===== src/rtl/slicer_pkg.sv =====
// Shared types and defaults for the slicer controller: state encoding, slice-count
// width and the helpers used by the sequencer.
package slicer_pkg;

    localparam int unsigned SLICE_NUM_W      = 5;
    localparam int unsigned SLICE_NUM_MAX    = 31;
    localparam int unsigned DIST_W_DEF       = 16;
    localparam int unsigned STEP_W_DEF       = 24;
    localparam int unsigned STEPS_PER_MM_DEF = 8;
    localparam int unsigned MIN_MM_DEF       = 10;
    localparam int unsigned MEAS_TIMEOUT_DEF = 3000000;

    typedef enum logic [3:0] {
        S_IDLE,
        S_MEAS,
        S_DIV,
        S_ADV,
        S_CUT_DN,
        S_CUT_UP,
        S_RET,
        S_DONE,
        S_ERR
    } slice_state_e;

    function automatic logic [SLICE_NUM_W-1:0] next_slice_num(input logic [SLICE_NUM_W-1:0] n);
        return (n == SLICE_NUM_W'(SLICE_NUM_MAX)) ? SLICE_NUM_W'(1) : n + SLICE_NUM_W'(1);
    endfunction

    function automatic logic state_is_busy(input slice_state_e s);
        return !(s == S_IDLE || s == S_DONE || s == S_ERR);
    endfunction

endpackage


===== src/rtl/seq_divider.sv =====
// Restoring divider: DIST_W-bit dividend by slice-count divisor, one quotient bit per cycle.
module seq_divider
    import slicer_pkg::*;
#(
    parameter int unsigned DIST_W = DIST_W_DEF
) (
    input  logic                   clk,
    input  logic                   rst,
    input  logic                   start_i,
    input  logic [DIST_W-1:0]      dividend_i,
    input  logic [SLICE_NUM_W-1:0] divisor_i,
    output logic                   busy_o,
    output logic                   done_o,
    output logic [DIST_W-1:0]      quotient_o
);

    localparam int unsigned CNT_W = $clog2(DIST_W + 1);
    localparam int unsigned TRY_W = SLICE_NUM_W + 1;

    // Dividend bits shift out of the top while quotient bits shift in at the bottom.
    logic [DIST_W-1:0]      quo_q, quo_d;
    logic [SLICE_NUM_W-1:0] rem_q, rem_d;
    logic [SLICE_NUM_W-1:0] dvs_q, dvs_d;
    logic [CNT_W-1:0]       cnt_q, cnt_d;
    logic                   busy_q, busy_d;
    logic                   done_q, done_d;
    logic [TRY_W-1:0]       trial_c;

    always_comb begin
        quo_d   = quo_q;
        rem_d   = rem_q;
        dvs_d   = dvs_q;
        cnt_d   = cnt_q;
        busy_d  = busy_q;
        done_d  = 1'b0;
        trial_c = {rem_q, quo_q[DIST_W-1]};
        if (start_i && !busy_q) begin
            quo_d  = dividend_i;
            rem_d  = '0;
            dvs_d  = divisor_i;
            cnt_d  = CNT_W'(DIST_W);
            busy_d = 1'b1;
        end else if (busy_q) begin
            if (trial_c >= {1'b0, dvs_q}) begin
                rem_d = SLICE_NUM_W'(trial_c - {1'b0, dvs_q});
                quo_d = {quo_q[DIST_W-2:0], 1'b1};
            end else begin
                rem_d = trial_c[SLICE_NUM_W-1:0];
                quo_d = {quo_q[DIST_W-2:0], 1'b0};
            end
            cnt_d = cnt_q - CNT_W'(1);
            if (cnt_q == CNT_W'(1)) begin
                busy_d = 1'b0;
                done_d = 1'b1;
            end
        end
    end

    always_ff @(posedge clk) begin
        if (rst) begin
            quo_q  <= '0;
            rem_q  <= '0;
            dvs_q  <= '0;
            cnt_q  <= '0;
            busy_q <= 1'b0;
            done_q <= 1'b0;
        end else begin
            quo_q  <= quo_d;
            rem_q  <= rem_d;
            dvs_q  <= dvs_d;
            cnt_q  <= cnt_d;
            busy_q <= busy_d;
            done_q <= done_d;
        end
    end

    assign busy_o     = busy_q;
    assign done_o     = done_q;
    assign quotient_o = quo_q;

endmodule


===== src/rtl/slice_sequencer.sv =====
// Slicer top controller: measure, divide, then advance/cut per slice and return home,
// driving mover and cutter through req/done handshakes.
module slice_sequencer
    import slicer_pkg::*;
#(
    parameter int unsigned DIST_W       = DIST_W_DEF,
    parameter int unsigned STEP_W       = STEP_W_DEF,
    parameter int unsigned STEPS_PER_MM = STEPS_PER_MM_DEF,
    parameter int unsigned MIN_MM       = MIN_MM_DEF,
    parameter int unsigned MEAS_TIMEOUT = MEAS_TIMEOUT_DEF
) (
    input  logic              clk,
    input  logic              rst,
    input  logic              start_i,
    input  logic              pause_i,
    input  logic              slice_i,
    output logic              meas_req_o,
    input  logic              dist_valid_i,
    input  logic [DIST_W-1:0] dist_mm_i,
    output logic              mv_req_o,
    output logic              mv_dir_o,
    output logic [STEP_W-1:0] mv_steps_o,
    input  logic              mv_done_i,
    output logic              cut_req_o,
    output logic              cut_dir_o,
    input  logic              cut_done_i,
    output logic [4:0]        slice_num_o,
    output logic              busy_o,
    output logic              paused_o,
    output logic              finish_o,
    output logic              err_o
);

    localparam int unsigned TMR_W  = $clog2(MEAS_TIMEOUT + 1);
    localparam int unsigned PROD_W = DIST_W + STEP_W;

    slice_state_e           state_q, state_d;
    logic [SLICE_NUM_W-1:0] slice_num_q, slice_num_d;
    logic [SLICE_NUM_W-1:0] slice_cnt_q, slice_cnt_d;
    logic [STEP_W-1:0]      step_q, step_d;
    logic [STEP_W-1:0]      acc_q, acc_d;
    logic [TMR_W-1:0]       timer_q, timer_d;
    logic                   pend_q, pend_d;
    logic                   paused_q, paused_d;
    logic                   meas_req_q, meas_req_d;
    logic                   mv_req_q, mv_req_d, mv_dir_q, mv_dir_d;
    logic [STEP_W-1:0]      mv_steps_q, mv_steps_d;
    logic                   cut_req_q, cut_req_d, cut_dir_q, cut_dir_d;
    logic                   busy_q, busy_d, finish_q, finish_d, err_q, err_d;

    logic                   div_start_c, div_busy, div_done;
    logic [DIST_W-1:0]      div_quot;
    logic [PROD_W-1:0]      prod_c;
    logic [STEP_W-1:0]      step_sat_c;
    logic [STEP_W:0]        acc_sum_c;
    logic [STEP_W-1:0]      acc_sat_c;
    logic [SLICE_NUM_W-1:0] cnt_inc_c;
    logic                   evt_c;

    seq_divider #(.DIST_W(DIST_W)) u_div (
        .clk        (clk),
        .rst        (rst),
        .start_i    (div_start_c),
        .dividend_i (dist_mm_i),
        .divisor_i  (slice_num_q),
        .busy_o     (div_busy),
        .done_o     (div_done),
        .quotient_o (div_quot)
    );

    assign prod_c     = PROD_W'(div_quot) * PROD_W'(STEPS_PER_MM);
    assign step_sat_c = (|prod_c[PROD_W-1:STEP_W]) ? '1 : prod_c[STEP_W-1:0];
    assign acc_sum_c  = {1'b0, acc_q} + {1'b0, step_q};
    assign acc_sat_c  = acc_sum_c[STEP_W] ? '1 : acc_sum_c[STEP_W-1:0];
    assign cnt_inc_c  = slice_cnt_q + SLICE_NUM_W'(1);

    // Next state; a done seen while paused is parked in pend_q until unpause.
    always_comb begin
        state_d     = state_q;
        slice_num_d = slice_num_q;
        slice_cnt_d = slice_cnt_q;
        step_d      = step_q;
        acc_d       = acc_q;
        timer_d     = timer_q;
        pend_d      = pend_q;
        paused_d    = paused_q;
        meas_req_d  = 1'b0;
        mv_req_d    = mv_req_q;
        mv_dir_d    = mv_dir_q;
        mv_steps_d  = mv_steps_q;
        cut_req_d   = cut_req_q;
        cut_dir_d   = cut_dir_q;
        div_start_c = 1'b0;
        evt_c       = 1'b0;

        if (state_is_busy(state_q) && pause_i) paused_d = !paused_q;

        case (state_q)
            S_IDLE, S_DONE, S_ERR: begin
                if (start_i) begin
                    state_d     = S_MEAS;
                    meas_req_d  = 1'b1;
                    paused_d    = 1'b0;
                    slice_cnt_d = '0;
                    acc_d       = '0;
                    timer_d     = '0;
                    pend_d      = 1'b0;
                end else if (slice_i) begin
                    slice_num_d = next_slice_num(slice_num_q);
                end
            end
            S_MEAS: begin
                if (dist_valid_i) begin
                    if (dist_mm_i < DIST_W'(MIN_MM)) begin
                        state_d = S_ERR;
                    end else begin
                        div_start_c = 1'b1;
                        state_d     = S_DIV;
                    end
                end else if (!paused_q) begin
                    if (timer_q == TMR_W'(MEAS_TIMEOUT - 1)) state_d = S_ERR;
                    else timer_d = timer_q + TMR_W'(1);
                end
            end
            S_DIV: begin
                if (div_done && !div_busy) begin
                    if (div_quot == '0) begin
                        state_d = S_ERR;
                    end else begin
                        step_d  = step_sat_c;
                        state_d = S_ADV;
                    end
                end
            end
            S_ADV, S_RET: begin
                evt_c = (mv_req_q && mv_done_i) || pend_q;
                if (mv_req_q && mv_done_i) mv_req_d = 1'b0;
                if (evt_c) begin
                    pend_d = paused_d;
                    if (!paused_d) begin
                        if (state_q == S_ADV) begin
                            acc_d   = acc_sat_c;
                            state_d = S_CUT_DN;
                        end else begin
                            state_d = S_DONE;
                        end
                    end
                end else if (!mv_req_q && !paused_d) begin
                    mv_req_d   = 1'b1;
                    mv_dir_d   = (state_q == S_ADV);
                    mv_steps_d = (state_q == S_ADV) ? step_q : acc_q;
                end
            end
            S_CUT_DN, S_CUT_UP: begin
                evt_c = (cut_req_q && cut_done_i) || pend_q;
                if (cut_req_q && cut_done_i) cut_req_d = 1'b0;
                if (evt_c) begin
                    pend_d = paused_d;
                    if (!paused_d) begin
                        if (state_q == S_CUT_DN) begin
                            state_d = S_CUT_UP;
                        end else begin
                            slice_cnt_d = cnt_inc_c;
                            state_d     = (cnt_inc_c == slice_num_q) ? S_RET : S_ADV;
                        end
                    end
                end else if (!cut_req_q && !paused_d) begin
                    cut_req_d = 1'b1;
                    cut_dir_d = (state_q == S_CUT_DN);
                end
            end
            default: state_d = S_IDLE;
        endcase

        busy_d   = state_is_busy(state_d);
        finish_d = (state_d == S_DONE);
        err_d    = (state_d == S_ERR);
    end

    always_ff @(posedge clk) begin
        if (rst) begin
            state_q     <= S_IDLE;
            slice_num_q <= SLICE_NUM_W'(1);
            slice_cnt_q <= '0;
            step_q      <= '0;
            acc_q       <= '0;
            timer_q     <= '0;
            pend_q      <= 1'b0;
            paused_q    <= 1'b0;
            meas_req_q  <= 1'b0;
            mv_req_q    <= 1'b0;
            mv_dir_q    <= 1'b0;
            mv_steps_q  <= '0;
            cut_req_q   <= 1'b0;
            cut_dir_q   <= 1'b0;
            busy_q      <= 1'b0;
            finish_q    <= 1'b0;
            err_q       <= 1'b0;
        end else begin
            state_q     <= state_d;
            slice_num_q <= slice_num_d;
            slice_cnt_q <= slice_cnt_d;
            step_q      <= step_d;
            acc_q       <= acc_d;
            timer_q     <= timer_d;
            pend_q      <= pend_d;
            paused_q    <= paused_d;
            meas_req_q  <= meas_req_d;
            mv_req_q    <= mv_req_d;
            mv_dir_q    <= mv_dir_d;
            mv_steps_q  <= mv_steps_d;
            cut_req_q   <= cut_req_d;
            cut_dir_q   <= cut_dir_d;
            busy_q      <= busy_d;
            finish_q    <= finish_d;
            err_q       <= err_d;
        end
    end

    assign meas_req_o  = meas_req_q;
    assign mv_req_o    = mv_req_q;
    assign mv_dir_o    = mv_dir_q;
    assign mv_steps_o  = mv_steps_q;
    assign cut_req_o   = cut_req_q;
    assign cut_dir_o   = cut_dir_q;
    assign slice_num_o = slice_num_q;
    assign busy_o      = busy_q;
    assign paused_o    = paused_q;
    assign finish_o    = finish_q;
    assign err_o       = err_q;

endmodule


===== config.mk =====
export PLATFORM = sky130hd
export DESIGN_NAME = slice_sequencer
export DESIGN_NICKNAME = d
export VERILOG_FILES = /design/src/rtl/slicer_pkg.sv /design/src/rtl/seq_divider.sv /design/src/rtl/slice_sequencer.sv
export SDC_FILE = /design/constraint.sdc
export NUM_CORES = 1
export LEC_CHECK = 0
export CAP_MARGIN = 5
export CELL_PAD_IN_SITES_DETAIL_PLACEMENT = 1
export CELL_PAD_IN_SITES_GLOBAL_PLACEMENT = 1
export CORE_ASPECT_RATIO = 1.4
export CORE_MARGIN = 1.5
export CORE_UTILIZATION = 43
export CTS_CLUSTER_DIAMETER = 30
export DETAILED_ROUTE_END_ITERATION = 10
export GPL_TIMING_DRIVEN = 0
export PLACE_DENSITY_LB_ADDON = 0.1
export SKIP_CTS_REPAIR_TIMING = 1
export SKIP_LAST_GASP = 1
export SLEW_MARGIN = 20
export SYNTH_ARGS = -nofsm -noshare
export SYNTH_HDL_FRONTEND = slang
export SYNTH_SLANG_ARGS = --single-unit
export TNS_END_PERCENT = 20

===== constraint.sdc =====
create_clock -name clk -period 2.75 [get_ports clk]
set_input_delay 0.4125 -clock clk [delete_from_list [all_inputs] [get_ports clk]]
set_output_delay 0.4125 -clock clk [all_outputs]
set_load 0.03 [all_outputs]

; ---- Word-level counts from Yosys, hierarchy flattened
; Cells that the tools add are included.
; W data, S select, Z words.
[op_classes]
add_sub_neg = 6
n_mul = 0
div_mod_pow = 0
order_cmp = 2
eq_ne = 24
shift = 0
mux = 60
bitwise = 6
reduce_logical = 42
[op_table]
columns = operator, n
row1 = $mux W24, 6
row2 = $mux W22, 4
row3 = $pmux W24 S2, 1
row4 = $mux W4, 11
row5 = $pmux W22 S2, 1
row6 = $mux W5, 8
row7 = $mux W16, 2
row8 = $add A24 B19 Y25, 1
row9 = $add A22 B1 Y22 const B, 1
row10 = $eq A22 B22 Y1 const B, 1
row11 = $mux W1, 21
row12 = $eq A4 B3 Y1 const B, 5
row13 = $ne A2 B2 Y1 const B, 10
row14 = $pmux W4 S5, 1
row15 = $logic_not A16 Y1, 1
row16 = $lt A16 B4 Y1 const B, 1
row17 = $reduce_and A5 Y1, 3
row18 = $reduce_and A3 Y1, 4
row19 = $add A5 B1 Y5 const B, 2
row20 = $pmux W5 S2, 1
row21 = $eq A4 B2 Y1 const B, 2
row22 = $eq A4 B4 Y1 const B, 2
row23 = $logic_not A4 Y1, 2
row24 = $reduce_bool A2 Y1, 4
row25 = other kinds (18), 45
[word_totals]
reg_bits = 143
latch_bits = 0
mem_bits_rw = 0
romBits = 0
out_inout_bits = 38
wordCells = 164
memories = 0

; ---- Depth between registers and ports, before layout
; Gate-level depths: netlist of the first run.
[logic_depth]
ltp_word = 13
mapped_depth = 10
depth_no_buf = 10

; ---- Hierarchy
; Synthesis of the first run repeated with hierarchy kept, for this count alone.
[hier_totals]
cells_unflattened = 858
area_unflattened_um2 = 7287.0
[modules_own_cells]
columns = module, n_inst, cells_per_inst, area_each_um2
row1 = slice_sequencer, 1, 659, 5641.7
row2 = seq_divider, 1, 199, 1645.3

; ---- Worst setup path before layout of the first run
; OpenSTA, ideal clock, no wires.
[synth_timing]
kind = reg2reg
startpoint = register slice_cnt_q[0]
endpoint = register busy_q, in the netlist busy_o
setup_time_ns = 0.130
t_arrival_ns = 2.086
path_slack_ns = 0.534
path_stages_with_launch = 10
path_buffers = 1
synth_period_minus_slack_ns = 2.216
cell_sequence = dfxtp_1 -> ha_1 -> clkbuf_1 -> o21ba_2 -> a22oi_1 -> o2111ai_1 -> or3_1 -> a311oi_2 -> and3_1 -> nor3_2
[synth_between]
elab_chain_cells = 11
[synth_lines]
columns = item, line
row1 = start: declaration, slice_sequencer.sv:39  ; logic [SLICE_NUM_W-1:0] slice_cnt_q, slice_cnt_d;
row2 = start signal: assignment, slice_sequencer.sv:202  ; slice_cnt_q <= slice_cnt_d;
row3 = $add A5 B1 Y5 *, slice_sequencer.sv:75  ; assign cnt_inc_c = slice_cnt_q + SLICE_NUM_W'(1);
row4 = $eq A5 B5 Y1 *, slice_sequencer.sv:164  ; state_d = (cnt_inc_c == slice_num_q) ? S_RET : S_ADV;
row5 = $mux W3 *, slice_sequencer.sv:164
row6 = $mux W3 *, slice_sequencer.sv:160  ; if (state_q == S_CUT_DN) begin
row7 = $mux W4 *, slice_sequencer.sv:159  ; if (!paused_d) begin
row8 = $mux W4 *, slice_sequencer.sv:157  ; if (evt_c) begin
row9 = $pmux W4 S5 *, slice_sequencer.sv:98  ; case (state_q)
row10 = $eq A4 B3 Y1 / $logic_not A4 Y1 (equally long branches), slicer_pkg.sv:30  ; return !(s == S_IDLE || s == S_DONE || s == S_ERR);
row11 = $logic_or A1 B1 Y1, slicer_pkg.sv:30
row12 = $logic_or A1 B1 Y1 *, slicer_pkg.sv:30
row13 = $logic_not A1 Y1 *, slicer_pkg.sv:30
row14 = end signal: assignment, slice_sequencer.sv:214  ; busy_q <= busy_d;
row15 = end: declaration, slice_sequencer.sv:49  ; logic busy_q, busy_d, finish_q, finish_d, err_q, err_d;
; Every way passes the cells marked *; elsewhere a longest branch is shown, timed or not.
; A chain may end at the register's enable or synchronous reset.

; ---- Worst setup path in the final report of the first run
[layout_timing]
startpoint = register step_q[3]
endpoint = register acc_q[23]
[layout_between]
elab_chain_cells = 6
[layout_lines]
columns = item, line
row1 = start: declaration, slice_sequencer.sv:40  ; logic [STEP_W-1:0] step_q, step_d;
row2 = start signal: assignment, slice_sequencer.sv:203  ; step_q <= step_d;
row3 = $add A24 B19 Y25, slice_sequencer.sv:73  ; assign acc_sum_c = {1'b0, acc_q} + {1'b0, step_q};
row4 = $mux W24, slice_sequencer.sv:74  ; assign acc_sat_c = acc_sum_c[STEP_W] ? '1 : acc_sum_c[STEP_W-1:0];
row5 = $mux W24, slice_sequencer.sv:141  ; if (state_q == S_ADV) begin
row6 = $mux W24, slice_sequencer.sv:140  ; if (!paused_d) begin
row7 = $mux W24, slice_sequencer.sv:138  ; if (evt_c) begin
row8 = $pmux W24 S2, slice_sequencer.sv:98
row9 = end signal: assignment, slice_sequencer.sv:186  ; acc_q <= '0;
row10 = end signal: assignment, slice_sequencer.sv:204  ; acc_q <= acc_d;
row11 = end: declaration, slice_sequencer.sv:41  ; logic [STEP_W-1:0] acc_q, acc_d;
; No other way between the ends. The select of a mux whose other input is x is not followed.

==> impl_metrics.toml, run 1 <==
[status]
status = "finished, final reports clean"

[synth]
yosys_warnings = 0
synth-seq-cells = 139
yosysSeqAreaShare_pct = 38.1
synth_cell_types = 74
ys_async_sr_fraction_pct = 0
yosys.area.top_type_share_pct = 38.1
synth_edf_count = 0
syn_area_sq_um = 7300
synth_largest_area_cell = "dfxtp_1"
avgSynthCellArea_sq_um = 8.32
synth_area_leaders = "dfxtp_1, nor2_1, mux2i_1"
synthFlopType = "dfxtp_1"
postSynthCellCount = 878
synth_nets = 931

[sta]
hold_viol = 0
finalSetupViolations = 0
period_share_pct = 97.8
drv_slew = 0
rsz0062_at_grt = "true"
fin_crit_ps = 2690
relSlewSlack_pct = 38.9
worstMarginPinSlew_ps = 909
finalSetupTns_ps = 0
worst_slack_ps = 59.5
finClkSkew_ps = 8.32
fmaxAchievable_mhz = 372

[setup_path]
crit_path_end_kind = "flip-flop"
rrSetupSlack_ps = 60
path_max_fanout = 6
crit_path_start_kind = "flip-flop"
arrival_ps = 3060
path_class = "flip-flop to flip-flop"
worst_ep_required_time_ps = 3120

[clock_tree]
clkSinkCount = 139
cts_buffer_depth = 2
cts_tree = "built"
path_clk_slew_ps = 60
clk_latency_ps = 430
clockRootBuffer = "clkbuf_16"
htree_levels = 4
cts_buffers = 17

[routing]
dr.pass1.iters = 4
wirelength_um = 22100
first_iter_violations = 276
drtAntennaViolNets = 0
drc_errors = 0
vias_per_cell = 5.69
routed-via-count = 6714
wl_per_cell_um = 18.7

[pwr]
p_per_area_nw_per_um2 = 567
p_sw_w = 0.00130
power_leakage_nw = 3.40
p_int_w = 0.00371
p_seq_share_pct = 42.0
share_comb_of_total_power_pct = 10.1
pwr-share-clk_pct = 47.9
ir_drop_mv = 0.470
switching_share_pct = 26.0

[die]
die_h_um = 157
core_area_sq_um = 16700
num_rows = 56
die_area_sq_um = 17800
die_w_um = 113
io-pin-count = 62
start_util_pct = 43.8

[cells_and_area]
n_antenna_cell = 0
drive_gt1_share_pct = 8.80
finish.utilization_pct = 53.0
nFillCells = 2006
final_common_cell = "dfxtp_1"
final_cell_mix = "dfxtp_1, nor2_1, nand2_1, a21oi_1, clkdlybuf4s50_1"
nNetsFinal = 1017
area_growth_syn_to_layout_pct = 21.1

[global_routing]
grt_usage_pct = 25.5
grt_antenna_before_repair = 0
grt_overflow = 0
grt_pass1_wl_um = 35900
grt_pass1_vias = 7141
grt_max_degree = 17

[placement]
post-dp-hpwl_um = 16500
gp_congestion = 0.918
place_ws_ps = -410
portBuffers = 61

[flow_run]
drv_cap = 0

[min_path]
hp-class = "flip-flop to flip-flop"
-- metrics by stage --
step           instance area, sq um  instances  total power, W  hold slack (ps)
2_1_floorplan                  7300        878         0.00246              435
3_3_place_gp                   8170       1142         0.00263              442
3_5_place_dp                   8170       1142         0.00265              450
4_1_cts                        8770       1174         0.00503              459
5_1_grt                        8840       1180         0.00517              483
6_report                       8840       1180         0.00501              458
-- power by group through the flow --
stage | Sequential, W | Clock [W] | Combinational (W)
floorplan | 0.00216 | 0 | 0.000303
global placement | 0.00214 | 0 | 0.000483
detailed placement | 0.00215 | 0 | 0.000501
CTS | 0.00210 | 0.00243 | 0.000504
global route | 0.00211 | 0.00251 | 0.000551
finish | 0.00210 | 0.00240 | 0.000506
-- kinds of logic after synthesis --
kind of cell,count (synthesis),share of synthesized area [%]
compound gates,181,16.4
flops,139,38.1
fa+ha+maj,29,5.17
xor+xnor,42,5.04
buf+inv,71,4.35
mux,47,6.48
simple gates,369,24.5
-- flip-flops by register name, indices dropped and copies added (netlist names), 16 cells and up --
signal	flops
timer_q	22
mv_steps_o	22
acc_q	22
u_div.quotient_o	16
step_q	16
-- synth_stat cells (all sizes together) (3+ instances only) --
cell type / n
dfxtp: 139
nor2: 129
nand2: 109
a21oi: 68
mux2i: 45
o21ai: 32
clkbuf: 28
ha: 27
nand3: 27
inv: 22
xor2: 22
a311oi: 20
buf: 20
xnor2: 20
nor3: 15
nand4: 14
and3: 13
nor4: 12
a21o: 11
a211oi: 10
nor2b: 9
o211ai: 8
and2: 6
nand2b: 6
and4: 5
or4: 5
a22oi: 4
nor4b: 4
or3: 4
a221oi: 3
a31oi: 3
o2111ai: 3
o21a: 3
-- cell type report --
cell class / instances / area, sq um / share of cell area, %
multi-input cells: 668 / 4230 / 47.8
flip-flops and latches: 139 / 2780 / 31.5
repair buffers: 67 / 656 / 7.41
clock buffers: 19 / 443 / 5.01
well taps: 203 / 254 / 2.87
plain buffers: 48 / 231 / 2.62
clock inverters: 13 / 163 / 1.84
inverters: 23 / 86.3 / 0.976
-- routing by layer --
layer	GRT usage, %	wire (um)	share of wire, %
met1	28.1	9150	41
met2	48.6	11900	54
met3	4.51	509	2.3
met4	9.17	504	2.3
met5	0	0	0
-- critical path, cell delays in order, from the launching register on --
cell and delay, ps:
dfxtp_1 390, ha_1 200, inv_1 60, fa_1 400, nor2b_1 200, o2111ai_1 210, a21oi_2 250, o31a_1 240
a21oi_2 140, or4_1 440, nand4_1 100
-- final timing paths --
check	from	to	cells after the start
max reg2reg	step_q[3]$_SDFFE_PP0P_	acc_q[23]$_SDFFE_PP0P_	10
min reg2reg	mv_steps_o[23]$_SDFFE_PP0P_	mv_steps_o[23]$_SDFFE_PP0P_	2
min	mv_steps_o[23]$_SDFFE_PP0P_	mv_steps_o[23]$_SDFFE_PP0P_	2
max	step_q[3]$_SDFFE_PP0P_	acc_q[23]$_SDFFE_PP0P_	10
Power figures use the tool's default switching activity.
==> run 2: changes to the inputs <==
--- a/config.mk
+++ b/config.mk
@@ -17,7 +17,6 @@
 export PLACE_DENSITY_LB_ADDON = 0.1
 export SKIP_CTS_REPAIR_TIMING = 1
 export SKIP_LAST_GASP = 1
-export SLEW_MARGIN = 20
 export SYNTH_ARGS = -nofsm -noshare
 export SYNTH_HDL_FRONTEND = slang
 export SYNTH_SLANG_ARGS = --single-unit
==> results of run 2 <==
Final layout, timing and power as in run 1 (identical DEF).
==> run 3: changes to the inputs <==
--- a/config.mk
+++ b/config.mk
@@ -10,7 +10,7 @@
 export CELL_PAD_IN_SITES_GLOBAL_PLACEMENT = 1
 export CORE_ASPECT_RATIO = 1.4
 export CORE_MARGIN = 1.5
-export CORE_UTILIZATION = 43
+export CORE_UTILIZATION = 40
 export CTS_CLUSTER_DIAMETER = 30
 export DETAILED_ROUTE_END_ITERATION = 10
 export GPL_TIMING_DRIVEN = 0
==> constraint.sdc (replaced) <==
create_clock -name clk -period 2.45 [get_ports clk]
set_input_delay 0.3675 -clock clk [delete_from_list [all_inputs] [get_ports clk]]
set_output_delay 0.3675 -clock clk [all_outputs]
set_load 0.03 [all_outputs]
==> run 3 against run 2 <==
Compared with the run above: setup slack lost 13 ps; via count is 2.2% lower; largest cell class unchanged; count of clock-buffer cells in the layout is 1 lower.
==> impl_metrics.toml, run 3 (synthesized netlist as in run 1, its figures left out) <==
[die]
start_util_pct = 40.7
die_area_sq_um = 19100
num_rows = 58
die_h_um = 163
io-pin-count = 62
die_w_um = 117
core_area_sq_um = 17900

[setup_path]
r2r_end = "timer_q[12]$_SDFFE_PP0P_"
rrSetupSlack_ps = 50
crit_path_end_kind = "flip-flop"
path_class = "input pin to flip-flop"
worst_ep_required_time_ps = 2740
path_max_fanout = 10
arrival_ps = 2700
max_stage_delay_ps = 460
worst_path_max_delay_cell = "clkdlybuf4s50_1"
crit_path_start_kind = "input pin"
crit_chain = "clkdlybuf4s50_1 -> nor4_2 -> nand4_1 -> and3_1 -> clkbuf_4 -> clkbuf_4 -> mux2i_1 -> nor2_1 -> a21oi_1 -> nor2_1"
rr_startpoint = "state_q[2]$_SDFF_PP0_"
worstRegToRegCells = 8

[cells_and_area]
finish.utilization_pct = 51.0
area_growth_syn_to_layout_pct = 25.2
final_common_cell = "dfxtp_1"
nFillCells = 2149
final_cell_mix = "dfxtp_1, nor2_1, nand2_1, clkdlybuf4s50_1, a21oi_1"
n_antenna_cell = 0
fin_area_sq_um = 9140
nNetsFinal = 1019
drive_gt1_share_pct = 12.2

[placement]
dpl_cell_area_sq_um = 8210
portBuffers = 61
post-dp-hpwl_um = 15500
gp_congestion = 0.857
place_ws_ps = -727

[clock_tree]
path_clk_slew_ps = 60
cts_buffer_depth = 2
clk_latency_ps = 430
htree_levels = 4
clockRootBuffer = "clkbuf_16"
cts_buffers = 17
cts_tree = "built"
clkSinkCount = 139

[routing]
drtAntennaViolNets = 0
wirelength_um = 21100
vias_per_cell = 5.39
dr.pass1.iters = 4
first_iter_violations = 269
drc_errors = 0
wl_per_cell_um = 17.3
routed-via-count = 6568

[sta]
whs_ps = 450
worst_slack_ps = 46.2
fin_crit_ps = 2400
finalSetupViolations = 0
rsz0062_at_grt = "true"
drv_slew = 0
relSlewSlack_pct = 50.3
hold_viol = 0
period_share_pct = 98.1
fmaxAchievable_mhz = 416
finClkSkew_ps = 9.34
finalSetupTns_ps = 0
worstMarginPinSlew_ps = 746

[flow_run]
drv_cap = 0

[pwr]
p_sw_w = 0.00149
p_per_area_nw_per_um2 = 610
p_seq_share_pct = 42.3
p_int_w = 0.00409
pwr-share-clk_pct = 47.1
ir_drop_mv = 0.490
switching_share_pct = 26.7
power_leakage_nw = 3.39
share_comb_of_total_power_pct = 10.6

[global_routing]
grt_overflow = 0
grt_max_degree = 17
grt_pass1_vias = 6590
grt_antenna_before_repair = 0
grt_pass1_wl_um = 34000
grt_usage_pct = 23.1

[min_path]
whs_path_depth = 2
hp-start = "mv_steps_o[21]$_SDFFE_PP0P_"
hp-class = "flip-flop to flip-flop"
whs_endpoint = "mv_steps_o[21]$_SDFFE_PP0P_"

[status]
status = "finished, final reports clean"
run 3: changes by cell type in the layout (fill, tap and decap cells not counted), sizes merged:
cell      before  now
clkinv         7    4
clkinvlp       0    3
buf           26   27
bufinv         3    2
inv           26   28
run 3: worst max path at each step:
stage | from | end | cells past startpoint
after floorplan | slice_cnt_q[0]$_SDFFE_PP0P_ | busy_o$_SDFF_PP0_ | 9
after global placement | dist_mm_i[15] | u_div.cnt_q[1]$_SDFFE_PP0P_ | 9
after detailed placement | dist_mm_i[15] | u_div.cnt_q[1]$_SDFFE_PP0P_ | 9
after CTS | step_q[10]$_SDFFE_PP0P_ | acc_q[7]$_SDFFE_PP0P_ | 9
after global routing | state_q[2]$_SDFF_PP0_ | timer_q[21]$_SDFFE_PP0P_ | 8
final | dist_mm_i[15] | u_div.quotient_o[8]$_SDFFE_PP0P_ | 10
run 3: power by group through the flow:
stage	combinational, W	clock (W)	sequential, W
after floorplan	0.000340	0	0.00242
after global placement	0.000559	0	0.00241
after detailed placement	0.000566	0	0.00241
after CTS	0.000569	0.00267	0.00236
after global routing	0.000653	0.00277	0.00236
final	0.000590	0.00263	0.00236
run 3: worst max-delay path: cells and delay by family:
| family | cells | cell delay, ps |
|---|---|---|
| AOI/OAI and AO/OA | 1 | 160 |
| buffers and inverters | 3 | 930 |
| and+or+nand+nor | 5 | 1080 |
| muxes | 1 | 170 |
run 3: per-layer routing:
| metal | wire length, um | vias to the layer above | track usage (%) |
|---|---|---|---|
| met1 | 9380 | 3168 | 27.8 |
| met3 | 556 | 27 | 4.58 |
| met4 | 384 | 0 | 7.28 |
| li1 | - | 3288 | - |
| met2 | 10800 | 85 | 40.8 |
| met5 | 0 | - | 0 |
run 3: per-stage QoR:
step | cells | total power, W
floorplan | 878 | 0.00276
global placement | 1179 | 0.00297
detailed placement | 1179 | 0.00297
CTS | 1211 | 0.00560
global route | 1219 | 0.00579
finish | 1219 | 0.00558
run 3: final cells by class:
| cell class | count | area (sq um) | area share (%) |
|---|---|---|---|
| sequential | 139 | 2790 | 30.5 |
| clock inverter | 14 | 158 | 1.73 |
| clock buffer | 18 | 439 | 4.81 |
| timing repair buffer | 72 | 693 | 7.58 |
| multi-input combinational | 668 | 4430 | 48.5 |
| inverter | 23 | 86.3 | 0.945 |
| buffer | 45 | 238 | 2.60 |
| tap | 240 | 300 | 3.29 |
